===== src/rtl/keypad_capture.sv =====
// keypad_capture: column synchronizer, press/release debounce and hex decode
// of scanner codes into a two-digit key history.
module keypad_capture #(
    parameter int unsigned DEBOUNCE_CYCLES = 20000
) (
    input  logic       clk,
    input  logic       reset,
    input  logic [3:0] columns_raw,
    input  logic       enable,
    input  logic [7:0] total_val,
    output logic [3:0] columns_sync,
    output logic       key_pressed,
    output logic [3:0] digit0,
    output logic [3:0] digit1,
    output logic       new_key
);

    localparam int unsigned CNT_W = $clog2(DEBOUNCE_CYCLES + 1);
    localparam logic [CNT_W-1:0] CNT_LAST = CNT_W'(DEBOUNCE_CYCLES - 1);

    typedef enum logic [1:0] {
        IDLE    = 2'd0,
        COUNT   = 2'd1,
        HELD    = 2'd2,
        RELEASE = 2'd3
    } state_t;

    state_t           state;
    state_t           state_next;
    logic [CNT_W-1:0] cnt;
    logic [CNT_W-1:0] cnt_next;
    logic [7:0]       cand;
    logic [7:0]       cand_next;
    logic [3:0]       columns_meta;
    logic             capture_c;
    logic             load_c;
    logic             match_c;
    logic             row_ok_c;
    logic             col_ok_c;
    logic [1:0]       row_idx_c;
    logic [1:0]       col_idx_c;
    logic [3:0]       digit_c;

    // Two-flop synchronizer on the asynchronous keypad columns (idle = all high)
    always_ff @(posedge clk) begin
        if (!reset) begin
            columns_meta <= 4'b1111;
            columns_sync <= 4'b1111;
        end else begin
            columns_meta <= columns_raw;
            columns_sync <= columns_meta;
        end
    end

    assign key_pressed = (columns_sync != 4'b1111);

    // FSM state register with debounce counter and latched candidate code
    always_ff @(posedge clk) begin
        if (!reset) begin
            state <= IDLE;
            cnt   <= '0;
            cand  <= 8'h00;
        end else begin
            state <= state_next;
            cnt   <= cnt_next;
            cand  <= cand_next;
        end
    end

    // Next-state logic; the counter restarts on every state change
    always_comb begin
        state_next = state;
        cnt_next   = cnt;
        cand_next  = cand;
        capture_c  = 1'b0;
        match_c    = key_pressed && (total_val == cand);
        case (state)
            IDLE: begin
                if (enable) begin
                    cand_next  = total_val;
                    cnt_next   = '0;
                    state_next = COUNT;
                end
            end
            COUNT: begin
                if (match_c && (cnt == CNT_LAST)) begin
                    state_next = HELD;
                    cnt_next   = '0;
                    capture_c  = 1'b1;
                end else if (match_c) begin
                    cnt_next = cnt + CNT_W'(1);
                end else begin
                    state_next = IDLE;
                    cnt_next   = '0;
                end
            end
            HELD: begin
                if (!key_pressed) begin
                    state_next = RELEASE;
                    cnt_next   = '0;
                end
            end
            RELEASE: begin
                if (key_pressed) begin
                    state_next = HELD;
                    cnt_next   = '0;
                end else if (cnt == CNT_LAST) begin
                    state_next = IDLE;
                    cnt_next   = '0;
                end else begin
                    cnt_next = cnt + CNT_W'(1);
                end
            end
            default: begin
                state_next = IDLE;
                cnt_next   = '0;
            end
        endcase
    end

    // Output decode: map the candidate code to a hex digit and gate the capture
    always_comb begin
        row_idx_c = 2'd0;
        col_idx_c = 2'd0;
        row_ok_c  = 1'b0;
        col_ok_c  = 1'b0;
        digit_c   = 4'h0;
        case (cand[7:4])
            4'b1000: begin row_idx_c = 2'd0; row_ok_c = 1'b1; end
            4'b0100: begin row_idx_c = 2'd1; row_ok_c = 1'b1; end
            4'b0010: begin row_idx_c = 2'd2; row_ok_c = 1'b1; end
            4'b0001: begin row_idx_c = 2'd3; row_ok_c = 1'b1; end
            default: row_ok_c = 1'b0;
        endcase
        case (cand[3:0])
            4'b0111: begin col_idx_c = 2'd0; col_ok_c = 1'b1; end
            4'b1011: begin col_idx_c = 2'd1; col_ok_c = 1'b1; end
            4'b1101: begin col_idx_c = 2'd2; col_ok_c = 1'b1; end
            4'b1110: begin col_idx_c = 2'd3; col_ok_c = 1'b1; end
            default: col_ok_c = 1'b0;
        endcase
        case ({row_idx_c, col_idx_c})
            4'h0: digit_c = 4'h1;
            4'h1: digit_c = 4'h2;
            4'h2: digit_c = 4'h3;
            4'h3: digit_c = 4'hA;
            4'h4: digit_c = 4'h4;
            4'h5: digit_c = 4'h5;
            4'h6: digit_c = 4'h6;
            4'h7: digit_c = 4'hB;
            4'h8: digit_c = 4'h7;
            4'h9: digit_c = 4'h8;
            4'hA: digit_c = 4'h9;
            4'hB: digit_c = 4'hC;
            4'hC: digit_c = 4'hE;
            4'hD: digit_c = 4'h0;
            4'hE: digit_c = 4'hF;
            4'hF: digit_c = 4'hD;
            default: digit_c = 4'h0;
        endcase
        load_c = capture_c && row_ok_c && col_ok_c;
    end

    // Registered digit history and single-cycle new_key pulse
    always_ff @(posedge clk) begin
        if (!reset) begin
            digit0  <= 4'h0;
            digit1  <= 4'h0;
            new_key <= 1'b0;
        end else begin
            new_key <= load_c;
            if (load_c) begin
                digit1 <= digit0;
                digit0 <= digit_c;
            end
        end
    end

endmodule


===== config.mk =====
export PLATFORM = sky130hd
export DESIGN_NAME = keypad_capture
export DESIGN_NICKNAME = d
export VERILOG_FILES = /design/src/rtl/keypad_capture.sv
export SDC_FILE = /design/constraint.sdc
export NUM_CORES = 1
export LEC_CHECK = 0
export ABC_AREA = 1
export CORE_AREA = 2 2 71 73
export CTS_CLUSTER_DIAMETER = 100
export CTS_CLUSTER_SIZE = 20
export DETAILED_ROUTE_END_ITERATION = 7
export DIE_AREA = 0 0 73 75
export PLACE_DENSITY = 0.74
export SYNTH_ARGS = -nofsm -noshare
export SYNTH_HDL_FRONTEND = slang
export SYNTH_SLANG_ARGS = --single-unit

===== constraint.sdc =====
create_clock -name clk -period 3.6 [get_ports clk]
set_clock_uncertainty 0.05 [all_clocks]
set_input_delay 0.36 -clock clk [delete_from_list [all_inputs] [get_ports clk]]
set_output_delay 0.36 -clock clk [all_outputs]
set_load 0.01 [all_outputs]

==> flow_summary.json, run 1 <==
{
  "run_status": "finished, final reports clean",
  "numCtsBuffers": 5,
  "cts-resized-gates": 0,
  "clock_tree.buffer_depth": 2,
  "synth_top_cell_area_share": 0.347,
  "clock_group_share_of_total_power": 0.331,
  "post-dp-hpwl_um": 3660,
  "asyncSetResetFlopFracSynth": 0,
  "seqPwrFrac": 0.527,
  "start_util": 0.519,
  "viasPerCell": 4.92,
  "ant_nets": 0,
  "worstPathCellList": "ha_1 -> nand2_1 -> nor2_2 -> inv_2 -> nor2_1 -> nand4_1 -> nor3_2 -> nand3_1 -> nand2_1 -> nor2_1",
  "post_synth_mux_area_share": 0,
  "grt.met2_usage": 0.312,
  "floorplan.die_area_um2": 5480,
  "grt_start_max_net_pins": 23,
  "postSynthAreaPerCell_um2": 6.56,
  "worst-setup-path-type": "reg -> reg",
  "cts_hold_buf": 0,
  "htreeDepth": 2,
  "cpPeakStageDelay_ns": 0.38,
  "finalWeightedCongestion": 0.816,
  "rsz0062_at_grt": "false",
  "top_level_ports": 29,
  "placedCellCount": 445,
  "synthDistinctLibCells": 33,
  "post_route_cells_drive_above_1_share": 0.108,
  "synth_nets": 390,
  "slew_viol_final": 0,
  "utilization": 0.606,
  "yosysSeqAreaShare": 0.347,
  "ys_seq_elements": 42,
  "number_of_placement_rows": 25,
  "die_height_um": 75,
  "area.growth.synth_to_final_pct": 16.8,
  "layout.cells.non_filler": 453,
  "gr-usage-all-layers": 0.193,
  "met3_usage": 0.0455,
  "cts_setup_buffers": 0,
  "antenna_found_initial": 0,
  "report.final.hold_viol_count": 0,
  "worst_path_dominant_cell_family": "simple AND/OR/NAND/NOR gates",
  "grt_first_pass_wirelength_um": 8310,
  "wl_per_cell_um": 10.6,
  "io_buffers": 28,
  "drt_pre_antenna_iters": 4,
  "max_freq_mhz": 522,
  "route.vias.total": 2227,
  "clkLatencyLatePin_ns": 0.30,
  "synth_top_family_by_area": "simple AND/OR/NAND/NOR gates",
  "worst_setup_path_start_kind": "register",
  "cp.required_ns": 3.75,
  "tritoncts": "built",
  "critPathSlowestCell": "dfxtp_1",
  "die_width_um": 73,
  "synthesized_area_fraction_occupied_by_xor_and_xnor_cells": 0.0217,
  "grt_use_met1": 0.255,
  "synth_area_um2": 2420,
  "synth_top_cells_by_count": "91 x nand2_1, 57 x inv_1, 48 x nor2_1",
  "sw_frac": 0.283,
  "synthDominantAreaCellType": "dfxtp_1",
  "drt_iter0_drc": 80,
  "drc": 0,
  "p_sw_mw": 0.263,
  "final.period_utilization": 0.532,
  "synth-main-ff-cell": "dfxtp_1",
  "cts_root_buffer": "clkbuf_8",
  "total_neg_setup_slack_ns": 0,
  "cp.arrival_ns": 2.06,
  "setup-violations-final": 0,
  "cts_sinks": 42,
  "timing.max_cap.violations": 0,
  "final.min_clock_period_ns": 1.92,
  "first_global_vias": 1952,
  "timing.critical_path.fanout_max": 4,
  "finish.net_count": 419,
  "overflow": 0,
  "yosys.area_share.adder": 0.0310,
  "total_leakage_power_nw": 1.32,
  "postRouteWirelength_um": 4790,
  "p_per_area_nw_per_um2": 329,
  "internal_power_mw": 0.667,
  "relSlewSlack": 0.648,
  "synth_simple_gate_area_share": 0.391,
  "antenna_cells": 0,
  "yosysMostFrequentCell": "nand2_1",
  "power.ir.vdd_worst_uv": 297,
  "synth-compound-area-share": 0.0926,
  "design.core.area_um2": 4660,
  "worst-slew-pin-transition_ns": 0.526,
  "postSynthCellCount": 369,
  "pwr-share-comb": 0.142,
  "synth_enable_flop_cells": 0,
  "clkTransAtPathRegs_ns": 0.08,
  "hold-worst-slack_ns": 0.370,
  "globalRoute.busiestLayer": "met2",
  "worst_hold_path_type": "reg -> reg",
  "regToRegSetupSlack_ns": 1.68,
  "timing.critical_path.buf_inv": 1,
  "ys_warn_count": 0,
  "endpoint_kind": "register",
  "ys_top_cells_by_area": "dfxtp_1 35%, nand2_1 14%, inv_1 8.8%, nor2_1 7.4%, a21oi_1 3.9%"
}
-- worst paths after layout --
kind | start | endpoint | cells after the start
setup reg to reg | cnt[0]$_SDFFE_PN0P_ | cnt[14]$_SDFFE_PN0P_ | 10
setup / recovery | cnt[0]$_SDFFE_PN0P_ | cnt[14]$_SDFFE_PN0P_ | 10
hold / removal | columns_meta[3]$_SDFF_PN1_ | columns_sync[3]$_SDFF_PN1_ | 1
hold reg to reg | columns_meta[3]$_SDFF_PN1_ | columns_sync[3]$_SDFF_PN1_ | 1
-- logic make-up after synthesis --
| logic type | after synthesis |
|---|---|
| compound gates | 41 |
| xor+xnor | 6 |
| fa+ha+maj | 6 |
| buf+inv | 71 |
| flops | 42 |
| simple gates | 203 |
-- flip-flops by register name, summed over array words and instances (netlist names) --
register      cells
cand              8
cnt              15
columns_meta      4
columns_sync      4
digit0            4
digit1            4
new_key           1
state             2
-- per-stage QoR --
stage / setup WS (ns) / area [um2] / power [mW]
6_report: 1.68 / 2830 / 0.929
5_1_grt: 1.41 / 2830 / 0.975
4_1_cts: 1.71 / 2830 / 0.940
3_5_place_dp: 1.57 / 2740 / 0.633
3_3_place_gp: 1.56 / 2740 / 0.630
2_1_floorplan: 1.99 / 2420 / 0.590
-- layer usage --
metal | up-vias | wire length [um]
li1 | 1207 | -
met1 | 956 | 2350
met2 | 56 | 2130
met3 | 8 | 245
met4 | 0 | 72
met5 | - | 0
-- cell usage in the layout, fill, tap and decap left out, types with 2 or more instances in the layout --
cell type        netlist  routed
inv_2                  7       7
xor2_1                 3       3
xnor2_1                3       3
o21ai_0               15      15
clkbuf_8               0       5
a21oi_1               19      19
inv_1                 57      57
o211ai_1               3       3
nor3_2                 3       3
clkdlybuf4s50_1        0      28
nand4_1               11      11
nand2_1               91      91
nor2_1                48      48
or2_2                 10      10
ha_1                   6       6
nor2_4                 2       2
dfxtp_1               42      42
nand3_1               16      16
nand2_2                3       3
nor2_2                 4       4
nor3_1                 9       9
-- power groups by stage --
stage / combinational [mW] / clock, mW / sequential, mW
floorplan: 0.0905 / 0 / 0.499
global placement: 0.129 / 0 / 0.501
detailed placement: 0.132 / 0 / 0.501
CTS: 0.133 / 0.317 / 0.490
global route: 0.150 / 0.333 / 0.492
finish: 0.132 / 0.308 / 0.490
-- layout make-up --
cell class | count | area, um2
Clock buffer | 5 | 68.8
Sequential cell | 42 | 841
Clock inverter | 3 | 21.3
Inverter | 64 | 240
Timing Repair Buffer | 29 | 288
Multi-Input combinational cell | 256 | 1300
Fill cell | 459 | 1840
Tap cell | 54 | 67.6
No activity file was read; power rests on OpenSTA's default activity.
==> run 2, diff against run 1 <==
- clock period: 3.6 -> 2 ns (I/O delays scaled with it)
==> flow_summary.json, run 2 (synthesis gave the netlist of run 1 again) <==
{
  "drt_iter0_drc": 135,
  "tritoncts": "built",
  "first_global_vias": 1995,
  "clkTransAtPathRegs_ns": 0.09,
  "cts_root_buffer": "clkbuf_8",
  "largest_register": "cnt",
  "max_freq_mhz": 551,
  "finish.net_count": 424,
  "timing.hold.worst_path_depth": 1,
  "relSlewSlack": 0.728,
  "viasPerCell": 4.98,
  "post-dp-hpwl_um": 3680,
  "design.core.area_um2": 4660,
  "antenna_found_initial": 0,
  "layout_commonest_cell": "nand2_1",
  "post_route_cells_drive_above_1_share": 0.129,
  "dp_worst_setup_slack_ns": 0.128,
  "drt_pre_antenna_iters": 4,
  "power.ir.vdd_worst_uv": 353,
  "setup-violations-final": 0,
  "gr-usage-all-layers": 0.196,
  "cts_hold_buf": 0,
  "endpoint_kind": "register",
  "cts_sinks": 42,
  "worst-setup-path-type": "reg -> reg",
  "postRouteWirelength_um": 4980,
  "die_width_um": 73,
  "final.period_utilization": 0.908,
  "grt_start_max_net_pins": 17,
  "report.final.hold_viol_count": 0,
  "number_of_placement_rows": 25,
  "worst-slew-pin-transition_ns": 0.407,
  "clock_tree.buffer_depth": 2,
  "p_per_area_nw_per_um2": 628,
  "ant_nets": 0,
  "timing.critical_path.fanout_max": 7,
  "reg2reg_from": "cnt[0]$_SDFFE_PN0P_",
  "htreeDepth": 2,
  "worst_setup_path_start_kind": "register",
  "worstHoldStart": "columns_meta[1]$_SDFF_PN1_",
  "slew_viol_final": 0,
  "run_status": "finished, final reports clean",
  "drc": 0,
  "ff2ff_path_depth": 13,
  "worstReg2RegEnd": "cnt[9]$_SDFFE_PN0P_",
  "largest_reg_flops": 15,
  "timing.max_cap.violations": 0,
  "rsz0062_at_grt": "false",
  "clkLatencyLatePin_ns": 0.30,
  "regToRegSetupSlack_ns": 0.18,
  "finalWeightedCongestion": 0.815,
  "largest_registers": "cnt x15, cand x8",
  "final.min_clock_period_ns": 1.82,
  "layout.filler_cells": 418,
  "cp.required_ns": 2.16,
  "route.vias.total": 2279,
  "hold_end": "columns_sync[1]$_SDFF_PN1_",
  "overflow": 0,
  "cp.arrival_ns": 1.98,
  "antenna_cells": 0,
  "die_height_um": 75,
  "grt_first_pass_wirelength_um": 8470,
  "layout.cells.most_common_list": "91 x nand2_1, 57 x inv_1, 46 x nor2_1, 40 x dfxtp_1, 28 x clkdlybuf4s50_1",
  "total_neg_setup_slack_ns": 0,
  "numCtsBuffers": 5,
  "top_level_ports": 29,
  "floorplan.die_area_um2": 5480,
  "wl_per_cell_um": 10.9,
  "start_util": 0.519,
  "area.growth.synth_to_final_pct": 19.9,
  "worst_hold_path_type": "reg -> reg",
  "total_leakage_power_nw": 1.36,
  "finalWorstSetupSlack_ns": 0.184,
  "io_buffers": 28
}
==> run 2: cell count changes in the layout (fill, tap and decap cells not counted), sizes merged <==
cell | previous run | this run
buf | 1 | 6
bufinv | 0 | 1
clkinv | 2 | 1
clkinvlp | 1 | 0
inv | 64 | 65
==> run 2: power by group <==
group          leakage, nW  switching (mW)  internal (mW)
combinational        0.954           0.148          0.102
clock               0.0585           0.314          0.374
sequential           0.343          0.0221          0.860
==> run 2: worst max path at each step <==
stage	start	end	slack [ns]	cells past startpoint
3_5_place_dp	cnt[0]$_SDFFE_PN0P_	cnt[14]$_SDFFE_PN0P_	0.13	10
5_1_grt	cnt[0]$_SDFFE_PN0P_	cnt[7]$_SDFFE_PN0P_	0.02	14
6_report	cnt[0]$_SDFFE_PN0P_	cnt[9]$_SDFFE_PN0P_	0.18	13
2_1_floorplan	cnt[0]$_SDFFE_PN0P_	cnt[14]$_SDFFE_PN0P_	0.39	10
4_1_cts	cnt[0]$_SDFFE_PN0P_	cnt[14]$_SDFFE_PN0P_	0.07	10
3_3_place_gp	cnt[0]$_SDFFE_PN0P_	cnt[14]$_SDFFE_PN0P_	0.13	10
==> run 2: worst max-delay path: stages (launching register included) <==
cell	delay, ns
dfxtp_2	0.36
ha_1	0.17
nand2_1	0.12
nor2_2	0.13
inv_2	0.07
nor2_2	0.09
nand2_2	0.09
nand2_1	0.08
inv_1	0.04
nand2_1	0.10
nand3_4	0.15
buf_4	0.17
nand4_1	0.06
inv_1	0.04
==> run 2: area by class of cell <==
cell class,instances,area [um2],share of cell area
clock inverters,3,43.8,0.0151
clock buffers,5,68.8,0.0237
well taps,54,67.6,0.0233
inverters,64,240,0.0828
repair buffers,34,325,0.112
multi-input cells,256,1310,0.452
flip-flops and latches,42,843,0.291
==> run 2: timing repair <==
action	CTS	global route
setup buffers	0	2
endpoints found under the hold margin	0	0
gates resized for setup	0	5
endpoints found under the setup margin	0	6
==> run 2: layer usage <==
layer,track usage,up-vias,part of all wire
met4,0.0679,0,0.015
li1,-,1218,-
met2,0.331,45,0.48
met5,0,-,0
met1,0.248,1008,0.47
met3,0.0442,8,0.038
==> run 2: metrics by stage <==
stage               power [mW]  utilization  hold WS (ns)  cell area, um2  cells
global route              1.90        0.623         0.387            2900    458
finish                    1.82        0.623         0.370            2900    458
detailed placement        1.15        0.592         0.351            2760    448
floorplan                 1.06            -         0.257            2420    369
CTS                       1.83        0.616         0.374            2870    456
global placement          1.14        0.592         0.345            2760    448
==> run 3, diff against run 2 <==
- DONT_BUFFER_PORTS: unset -> 1
- PLACE_DENSITY: 0.74 -> 0.66
==> flow_summary.json, run 3 (synthesis gave the netlist of run 1 again) <==
{
  "area.growth.synth_to_final_pct": 7.65,
  "finish.net_count": 397,
  "rsz0062_at_grt": "false",
  "clock_tree.buffer_depth": 2,
  "report.final.hold_viol_count": 0,
  "run_status": "finished, final reports clean",
  "final.min_clock_period_ns": 1.84,
  "finalWeightedCongestion": 0.842,
  "power.ir.vdd_worst_uv": 518,
  "grt_start_max_net_pins": 20,
  "drt_pre_antenna_iters": 4,
  "worst-slew-pin-transition_ns": 0.757,
  "die_width_um": 73,
  "total_leakage_power_nw": 1.23,
  "timing.critical_path.fanout_max": 4,
  "tritoncts": "built",
  "floorplan.die_area_um2": 5480,
  "io_buffers": 0,
  "detailed_place.area_um2": 2460,
  "wl_per_cell_um": 11.0,
  "cts_setup_buffers": 0,
  "number_of_placement_rows": 25,
  "cts_sinks": 42,
  "antenna_found_initial": 0,
  "finalWorstSetupSlack_ns": 0.162,
  "cts-resized-gates": 0,
  "p_per_area_nw_per_um2": 635,
  "cp.arrival_ns": 1.99,
  "cts_hold_buf": 5,
  "antenna_cells": 0,
  "largest_registers": "cnt x15, cand x8",
  "ant_nets": 0,
  "largest_reg_flops": 15,
  "overflow": 0,
  "layout.filler_cells": 484,
  "layout_commonest_cell": "nand2_1",
  "layout.cells.most_common_list": "91 x nand2_1, 57 x inv_1, 48 x nor2_1, 42 x dfxtp_1, 19 x a21oi_1",
  "gr-usage-all-layers": 0.193,
  "grt_first_pass_wirelength_um": 8270,
  "clkTransAtPathRegs_ns": 0.09,
  "dp_worst_setup_slack_ns": 0.187,
  "post_route_cells_drive_above_1_share": 0.117,
  "design.core.area_um2": 4660,
  "drt_iter0_drc": 83,
  "ff2ff_path_depth": 10,
  "post-dp-hpwl_um": 3610,
  "route.vias.total": 2143,
  "cts_root_buffer": "clkbuf_8",
  "viasPerCell": 4.97,
  "total_power_mw": 1.65,
  "endpoint_kind": "register",
  "worst_hold_path_type": "in -> reg",
  "slew_viol_final": 0,
  "cp.required_ns": 2.15,
  "die_height_um": 75,
  "first_global_vias": 1994,
  "timing.max_cap.violations": 0,
  "final_area_um2": 2610,
  "final.period_utilization": 0.919,
  "setup-violations-final": 0,
  "worst_setup_path_start_kind": "register",
  "top_level_ports": 29,
  "start_util": 0.519,
  "numCtsBuffers": 5,
  "timing.hold.worst_path_depth": 2,
  "largest_register": "cnt",
  "postRouteWirelength_um": 4760,
  "worst-setup-path-type": "reg -> reg",
  "htreeDepth": 2,
  "total_neg_setup_slack_ns": 0,
  "relSlewSlack": 0.494,
  "max_freq_mhz": 544,
  "clkLatencyLatePin_ns": 0.29,
  "drc": 0,
  "regToRegSetupSlack_ns": 0.16
}
-- run 3: cell count changes in the layout (fill, tap and decap cells not counted), moves of 2 or more --
cell / previous run / this run
nor2_1: 46 / 48
dfxtp_1: 40 / 42
buf_4: 6 / 2
dlygate4sd3_1: 0 / 5
clkdlybuf4s50_1: 28 / 0
dfxtp_2: 2 / 0
nor2_2: 6 / 4
clkinvlp_4: 0 / 2
-- run 3: path summary, 6_finish.rpt --
kind / start / endpoint
worst max-delay path: cnt[0]$_SDFFE_PN0P_ / cnt[14]$_SDFFE_PN0P_
worst min-delay path: reset / cnt[12]$_SDFFE_PN0P_
worst max register to register: cnt[0]$_SDFFE_PN0P_ / cnt[14]$_SDFFE_PN0P_
worst min register to register: columns_meta[1]$_SDFF_PN1_ / columns_sync[1]$_SDFF_PN1_
-- run 3: power breakdown --
part	internal (mW)	switching [mW]	total, mW
Clock	0.250	0.315	0.565
Combinational	0.0728	0.133	0.206
Sequential	0.860	0.0225	0.883
-- run 3: cell type report --
class                      instances  area [um2]  share of cell area
multi-input combinational        256        1300               0.499
clock inverter                     3        23.8             0.00913
sequential                        42         841               0.323
clock buffer                       5        68.8              0.0264
tap                               54        67.6              0.0259
inverter                          64         240              0.0922
timing repair buffer               7        65.1              0.0250
-- run 3: worst max-delay path, stage by stage (launching register included) --
cell,delay (ns)
dfxtp_1,0.37
ha_1,0.17
nand2_1,0.09
nor2_2,0.15
inv_2,0.06
nor2_1,0.23
nand4_1,0.22
nor3_2,0.20
nand3_1,0.09
nand2_1,0.07
nor2_1,0.03
-- run 3: layer usage --
metal,GRT usage,up-vias,part of all wire,routed length (um)
met1,0.245,933,0.49,2350
met3,0.0549,5,0.051,242
met2,0.319,45,0.44,2120
met4,0.0556,0,0.011,52
li1,-,1160,-,-
met5,0,-,0,0
-- run 3: per-stage QoR --
step	hold slack, ns	std cells	util
after floorplan	0.257	369	-
after global placement	0.254	418	0.528
after detailed placement	0.259	418	0.528
after CTS	0.0296	431	0.559
after global routing	0.0361	431	0.559
final	0.0378	431	0.559
